`src/rtl/spi_tx_fifo_if.sv`:
```
// Handshake bundle between host write logic, the SPI core and the TX FIFO.
// Ports: write port (wr_*), core request port (fifo_*), status (used, pulses).
interface spi_tx_fifo_if #(
    parameter int data_width_g = 8,
    parameter int cnt_width_g  = 5
);
    logic                    wr_en;
    logic [data_width_g-1:0] wr_din;
    logic                    wr_full;
    logic                    wr_overflow;
    logic                    fifo_req_data;
    logic [data_width_g-1:0] fifo_din;
    logic                    fifo_din_valid;
    logic                    fifo_empty;
    logic                    rd_underflow;
    logic [cnt_width_g-1:0]  used;

    // FIFO side
    modport slave (
        input  wr_en,
        input  wr_din,
        input  fifo_req_data,
        output wr_full,
        output wr_overflow,
        output fifo_din,
        output fifo_din_valid,
        output fifo_empty,
        output rd_underflow,
        output used
    );

    // Host / core side
    modport master (
        output wr_en,
        output wr_din,
        output fifo_req_data,
        input  wr_full,
        input  wr_overflow,
        input  fifo_din,
        input  fifo_din_valid,
        input  fifo_empty,
        input  rd_underflow,
        input  used
    );
endinterface

```
`src/rtl/spi_tx_fifo.sv`:
```
// Transmit buffer answering the SPI core's fifo_req_data pulses, one word each.
// Ports: clk, rst (sync, active high), bus (spi_tx_fifo_if.slave).
module spi_tx_fifo #(
    parameter int data_width_g = 8,
    parameter int depth_g      = 16,
    parameter int cnt_width_g  = $clog2(depth_g) + 1
) (
    input  logic          clk,
    input  logic          rst,
    spi_tx_fifo_if.slave  bus
);
    localparam int ptr_width_c = $clog2(depth_g);

    logic [data_width_g-1:0] mem [depth_g];

    logic [ptr_width_c-1:0]  wr_ptr;
    logic [ptr_width_c-1:0]  rd_ptr;
    logic [cnt_width_g-1:0]  used_q;
    logic [cnt_width_g-1:0]  used_nxt;
    logic                    empty_q;
    logic                    full_q;
    logic                    valid_q;
    logic [data_width_g-1:0] dout_q;
    logic                    ovf_q;
    logic                    und_q;

    logic push_acc;
    logic pop_acc;

    // Acceptance uses registered flags only, so a pop never frees a slot
    // for a same-cycle push and a push never satisfies a same-cycle request.
    assign push_acc = bus.wr_en & ~full_q;
    assign pop_acc  = bus.fifo_req_data & ~empty_q;

    always_comb begin
        used_nxt = used_q;
        unique case ({push_acc, pop_acc})
            2'b10:   used_nxt = used_q + cnt_width_g'(1);
            2'b01:   used_nxt = used_q - cnt_width_g'(1);
            default: used_nxt = used_q;
        endcase
    end

    always_ff @(posedge clk) begin
        if (rst) begin
            wr_ptr  <= '0;
            rd_ptr  <= '0;
            used_q  <= '0;
            empty_q <= 1'b1;
            full_q  <= 1'b0;
            valid_q <= 1'b0;
            dout_q  <= '0;
            ovf_q   <= 1'b0;
            und_q   <= 1'b0;
        end else begin
            if (push_acc) begin
                wr_ptr <= wr_ptr + ptr_width_c'(1);
            end
            if (pop_acc) begin
                rd_ptr <= rd_ptr + ptr_width_c'(1);
                dout_q <= mem[rd_ptr];
            end
            valid_q <= pop_acc;
            ovf_q   <= bus.wr_en & full_q;
            und_q   <= bus.fifo_req_data & empty_q;
            used_q  <= used_nxt;
            empty_q <= (used_nxt == '0);
            full_q  <= (used_nxt == cnt_width_g'(depth_g));
        end
    end

    // Storage has no reset; contents are only read behind a valid pointer.
    always_ff @(posedge clk) begin
        if (push_acc && !rst) begin
            mem[wr_ptr] <= bus.wr_din;
        end
    end

    assign bus.wr_full        = full_q;
    assign bus.wr_overflow    = ovf_q;
    assign bus.fifo_din       = dout_q;
    assign bus.fifo_din_valid = valid_q;
    assign bus.fifo_empty     = empty_q;
    assign bus.rd_underflow   = und_q;
    assign bus.used           = used_q;
endmodule

```
`src/flat_wrapper.sv`:
```
// flat-port wrapper written by rule: the top's interface ports become plain ports
module spi_tx_fifo_flat 
#(
    parameter int data_width_g = 8,
    parameter int depth_g      = 16,
    parameter int cnt_width_g  = $clog2(depth_g) + 1
)
  (clk, rst, bus_wr_en, bus_wr_din, bus_fifo_req_data, bus_wr_full, bus_wr_overflow, bus_fifo_din, bus_fifo_din_valid, bus_fifo_empty, bus_rd_underflow, bus_used);
  spi_tx_fifo_if #(.data_width_g(data_width_g), .cnt_width_g(cnt_width_g)) bus_i ();
  input  logic clk;
  input  logic rst;
  input wire logic [$bits(bus_i.wr_en)-1:0] bus_wr_en;
  input wire logic [$bits(bus_i.wr_din)-1:0] bus_wr_din;
  input wire logic [$bits(bus_i.fifo_req_data)-1:0] bus_fifo_req_data;
  output wire logic [$bits(bus_i.wr_full)-1:0] bus_wr_full;
  output wire logic [$bits(bus_i.wr_overflow)-1:0] bus_wr_overflow;
  output wire logic [$bits(bus_i.fifo_din)-1:0] bus_fifo_din;
  output wire logic [$bits(bus_i.fifo_din_valid)-1:0] bus_fifo_din_valid;
  output wire logic [$bits(bus_i.fifo_empty)-1:0] bus_fifo_empty;
  output wire logic [$bits(bus_i.rd_underflow)-1:0] bus_rd_underflow;
  output wire logic [$bits(bus_i.used)-1:0] bus_used;
  assign bus_i.wr_en = bus_wr_en;
  assign bus_i.wr_din = bus_wr_din;
  assign bus_i.fifo_req_data = bus_fifo_req_data;
  assign bus_wr_full = bus_i.wr_full;
  assign bus_wr_overflow = bus_i.wr_overflow;
  assign bus_fifo_din = bus_i.fifo_din;
  assign bus_fifo_din_valid = bus_i.fifo_din_valid;
  assign bus_fifo_empty = bus_i.fifo_empty;
  assign bus_rd_underflow = bus_i.rd_underflow;
  assign bus_used = bus_i.used;
  spi_tx_fifo #(.data_width_g(data_width_g), .depth_g(depth_g), .cnt_width_g(cnt_width_g)) u_core (.clk(clk), .rst(rst), .bus(bus_i));
endmodule
```
`config.mk`:
```
export PLATFORM = sky130hd
export DESIGN_NAME = spi_tx_fifo_flat
export DESIGN_NICKNAME = d
export VERILOG_FILES = /design/src/rtl/spi_tx_fifo_if.sv /design/src/rtl/spi_tx_fifo.sv /design/src/flat_wrapper.sv
export SDC_FILE = /design/constraint.sdc
export NUM_CORES = 1
export LEC_CHECK = 0
export ABC_AREA = 1
export CORE_UTILIZATION = 38
export DETAILED_ROUTE_END_ITERATION = 16
export PLACE_DENSITY_LB_ADDON = 0.2
export SYNTH_ARGS = -nofsm -noshare
export SYNTH_HDL_FRONTEND = slang
export SYNTH_SLANG_ARGS = --single-unit
```
`constraint.sdc`:
```
create_clock -name clk -period 1.76 [get_ports clk]
set_input_delay 0.264 -clock clk [delete_from_list [all_inputs] [get_ports clk]]
set_output_delay 0.264 -clock clk [all_outputs]
set_load 0.005 [all_outputs]
```
==> impl_metrics.toml <==
[yosys]
ys_ff_latch = 154
syn_inst = 531
avgSynthCellArea_um2 = 11.8
syn_nets = 551
yosysSeqAreaShare_pct = 69.7
synth.distinct_cells = 26
ys_warn_count = 0
synth.cell_area_mm2 = 0.00626

[clock_tree]
ctsHoldBuffers = 0
cts_sinks = 154
cts_tree = "yes"
clock_latency_ps = 420
cts_root_buf = "clkbuf_16"
htree_levels = 4
numCtsBuffers = 17
clk_pin_slew_ps = 60
cts_buffer_depth = 2

[sta]
rsz0062_at_grt = "yes"
tightest_slew_ps = 624
slew_viol_final = 0
holdWs_ps = 109
min_period_over_period_pct = 95.3
fin_tns_setup_ps = 0
timing.slew.headroom_pct = 58.3
setup_viol = 0
layout_min_cycle_time_ps = 1680
finClkSkew_ps = 7.10
finalHoldViolCount = 0
clock.fmax_ghz = 0.596

[worst_setup_path]
critPathMaxStageDelay_ps = 320
worstPathArrival_ps = 2030
critical_path_class = "flop to flop"
crit_slowest_cell = "dfxtp_2"
cp_cell_sequence = "inv_2 > nand2_4 > nand2_4 > buf_6 > inv_4 > ha_4 > inv_2 > o21bai_1 > inv_1 > nand2_1 > nand2_1 > nand2_1 > nand2_1 > nand2_2 > nand2_2 > nor2_1"
required_ps = 2110
reg2regPathDepth = 16
startpoint_type = "flop"
crit_top_cell = "nand2_1"
crit_fanout = 4
end_kind = "flop"

[floorplanning]
die_h_um = 130
rows = 46
io_pins = 30
dieArea_mm2 = 0.0170
start_util_pct = 39.1
die_width_um = 130
core-area_mm2 = 0.0160

[routing]
routed_wl_um = 15200
dr.max_layer_used = "met4"
drtPass1Iterations = 4
drc_errors = 0
wl_met1_um = 6840
wl_met3_um = 717
via_count = 4284
ant_nets = 0
vias_per_cell = 5.12
wire_per_inst_um = 18.2
drt_iter0_drc = 309
wl_met2_um = 7370

[global_routing]
grtUsageTotal_pct = 19.4
grt_overflow_total = 0
grt_pass1_wl_um = 23400
antenna_found_initial = 0
grt_pass1_vias = 4250
grt_max_degree = 62

[placement]
postPlaceCellArea_mm2 = 0.00711
io_buffers = 29
dp_hpwl_um = 9950
gp_congestion = 0.780

[outcome]
outcome = "finished clean"

[power]
p_leak_nw = 2.81
power_mw = 9.51
pwr_density_cell_mw_per_mm2 = 1220
ir_drop_uv = 703

[min_path]
hold_path.class = "input port to flop"
whs_path_depth = 3

[finish]
syn2layout_area_growth_pct = 24.9
fin_area_mm2 = 0.00782
antenna_cells = 0
multi_input_area_mm2 = 0.00166
ff_latch_area_mm2 = 0.00437
fillers = 1491
drive_gt1_share_pct = 17.9
nets = 627

[run]
maxCapViolCount = 0
metrics by stage:
stage	cells	util (%)	setup WS [ps]
floorplan	531	-	57.9
global placement	801	44.4	-330
detailed placement	801	44.4	-429
CTS	833	48.3	9.94
global route	836	48.9	-49.8
finish	836	48.9	82.3
routing by layer:
| metal | GRT usage (%) | up-vias |
|---|---|---|
| met5 | 0 | - |
| li1 | - | 2067 |
| met2 | 31.8 | 93 |
| met1 | 25.2 | 2110 |
| met4 | 7.78 | 0 |
| met3 | 4.19 | 14 |
cells by family (layout without fill, tap and decap cells):
group	count (synthesis)	after routing	synth area share [%]
AO/OA/AOI/OAI	115	115	11.1
XOR/XNOR	2	2	0.280
adder cells (fa/ha/maj)	8	8	1.60
buffers and inverters	62	151	4.77
flip-flops	154	154	69.7
AND/OR/NAND/NOR	190	190	12.5
state kept, by name, indices dropped and copies added (netlist names):
signal	count
u_core.wr_ptr	4
u_core.mem	128
u_core.rd_ptr	4
u_core.bus.fifo_din	8
u_core.bus.rd_underflow	1
u_core.bus.fifo_din_valid	1
u_core.bus.fifo_empty	1
u_core.bus.wr_overflow	1
u_core.bus.used	5
u_core.bus.wr_full	1
cells in the final DEF (no fill, tap or decap), types with 3 or more instances in the layout:
| master | count |
|---|---|
| nand2_2 | 6 |
| o221ai_1 | 30 |
| o21ai_1 | 23 |
| buf_4 | 51 |
| clkinv_1 | 4 |
| bufinv_16 | 3 |
| buf_12 | 4 |
| dfxtp_1 | 23 |
| edfxtp_1 | 128 |
| nand3_1 | 33 |
| clkbuf_8 | 3 |
| o21ai_0 | 49 |
| nor3_1 | 9 |
| clkinv_4 | 3 |
| clkbuf_16 | 17 |
| inv_2 | 5 |
| nor2_1 | 101 |
| a21oi_1 | 7 |
| nand2_1 | 35 |
| clkdlybuf4s50_1 | 27 |
| ha_1 | 5 |
| inv_1 | 24 |
worst max-delay path: cells and delay by family (launching register included):
family / cells / cell delay, ps
buf+inv: 5 / 310
compound gates: 1 / 140
simple gates: 9 / 590
flops: 1 / 320
fa+ha+maj: 1 / 260
power breakdown:
part | switching [mW] | internal, mW
logic | 0.929 | 0.708
clock network | 1.38 | 2.33
registers | 0.0872 | 4.07
total | 2.40 | 7.11
cells in the mapped netlist:
library cell	instances	area share (%)
edfxtp_1	128	61
nor2_1	101	6.1
o21ai_0	51	4.1
nand2_1	41	2.5
nand3_1	34	2.7
o221ai_1	30	4.2
inv_1	29	1.7
dfxtp_1	26	8.3
o21ai_1	21	1.7
clkbuf_1	12	0.72
nor3_1	10	0.80
buf_2	9	0.72
a21oi_1	8	0.64
ha_1	8	1.6
buf_6	7	1.3
clkinv_1	2	0.12
nand2_2	2	0.20
o21bai_1	2	0.24
o22ai_1	2	0.20
xor2_1	2	0.28
buf_1	1	0.060
inv_2	1	0.060
inv_4	1	0.10
nand3b_1	1	0.12
nor2_4	1	0.18
o211ai_1	1	0.12
cell type report:
class | instances | area share, %
Clock buffer | 21 | 6.02
Clock inverter | 11 | 1.84
Inverter | 33 | 1.65
Multi-Input combinational cell | 315 | 21.2
Sequential cell | 154 | 55.9
Tap cell | 216 | 3.46
Timing Repair Buffer | 86 | 9.98
final timing paths:
path,startpoint,end,slack [ps]
worst max-delay path,u_core.bus.wr_full,u_core.bus.wr_full,80
worst max register to register,u_core.bus.wr_full,u_core.bus.wr_full,80
worst min-delay path,bus_fifo_req_data,u_core.bus.rd_underflow,110
worst min register to register,u_core.rd_ptr[2],u_core.rd_ptr[2],450
repair_timing:
| action | 4_1_cts | 5_1_grt |
|---|---|---|
| endpoints found under the setup margin | 3 | 12 |
| pin swaps | 1 | 15 |
| hold endpoints to repair | 0 | 0 |
| setup buffers | 0 | 3 |
| gates resized for setup | 2 | 27 |
Note: power is estimated with default switching activity, not from simulation.
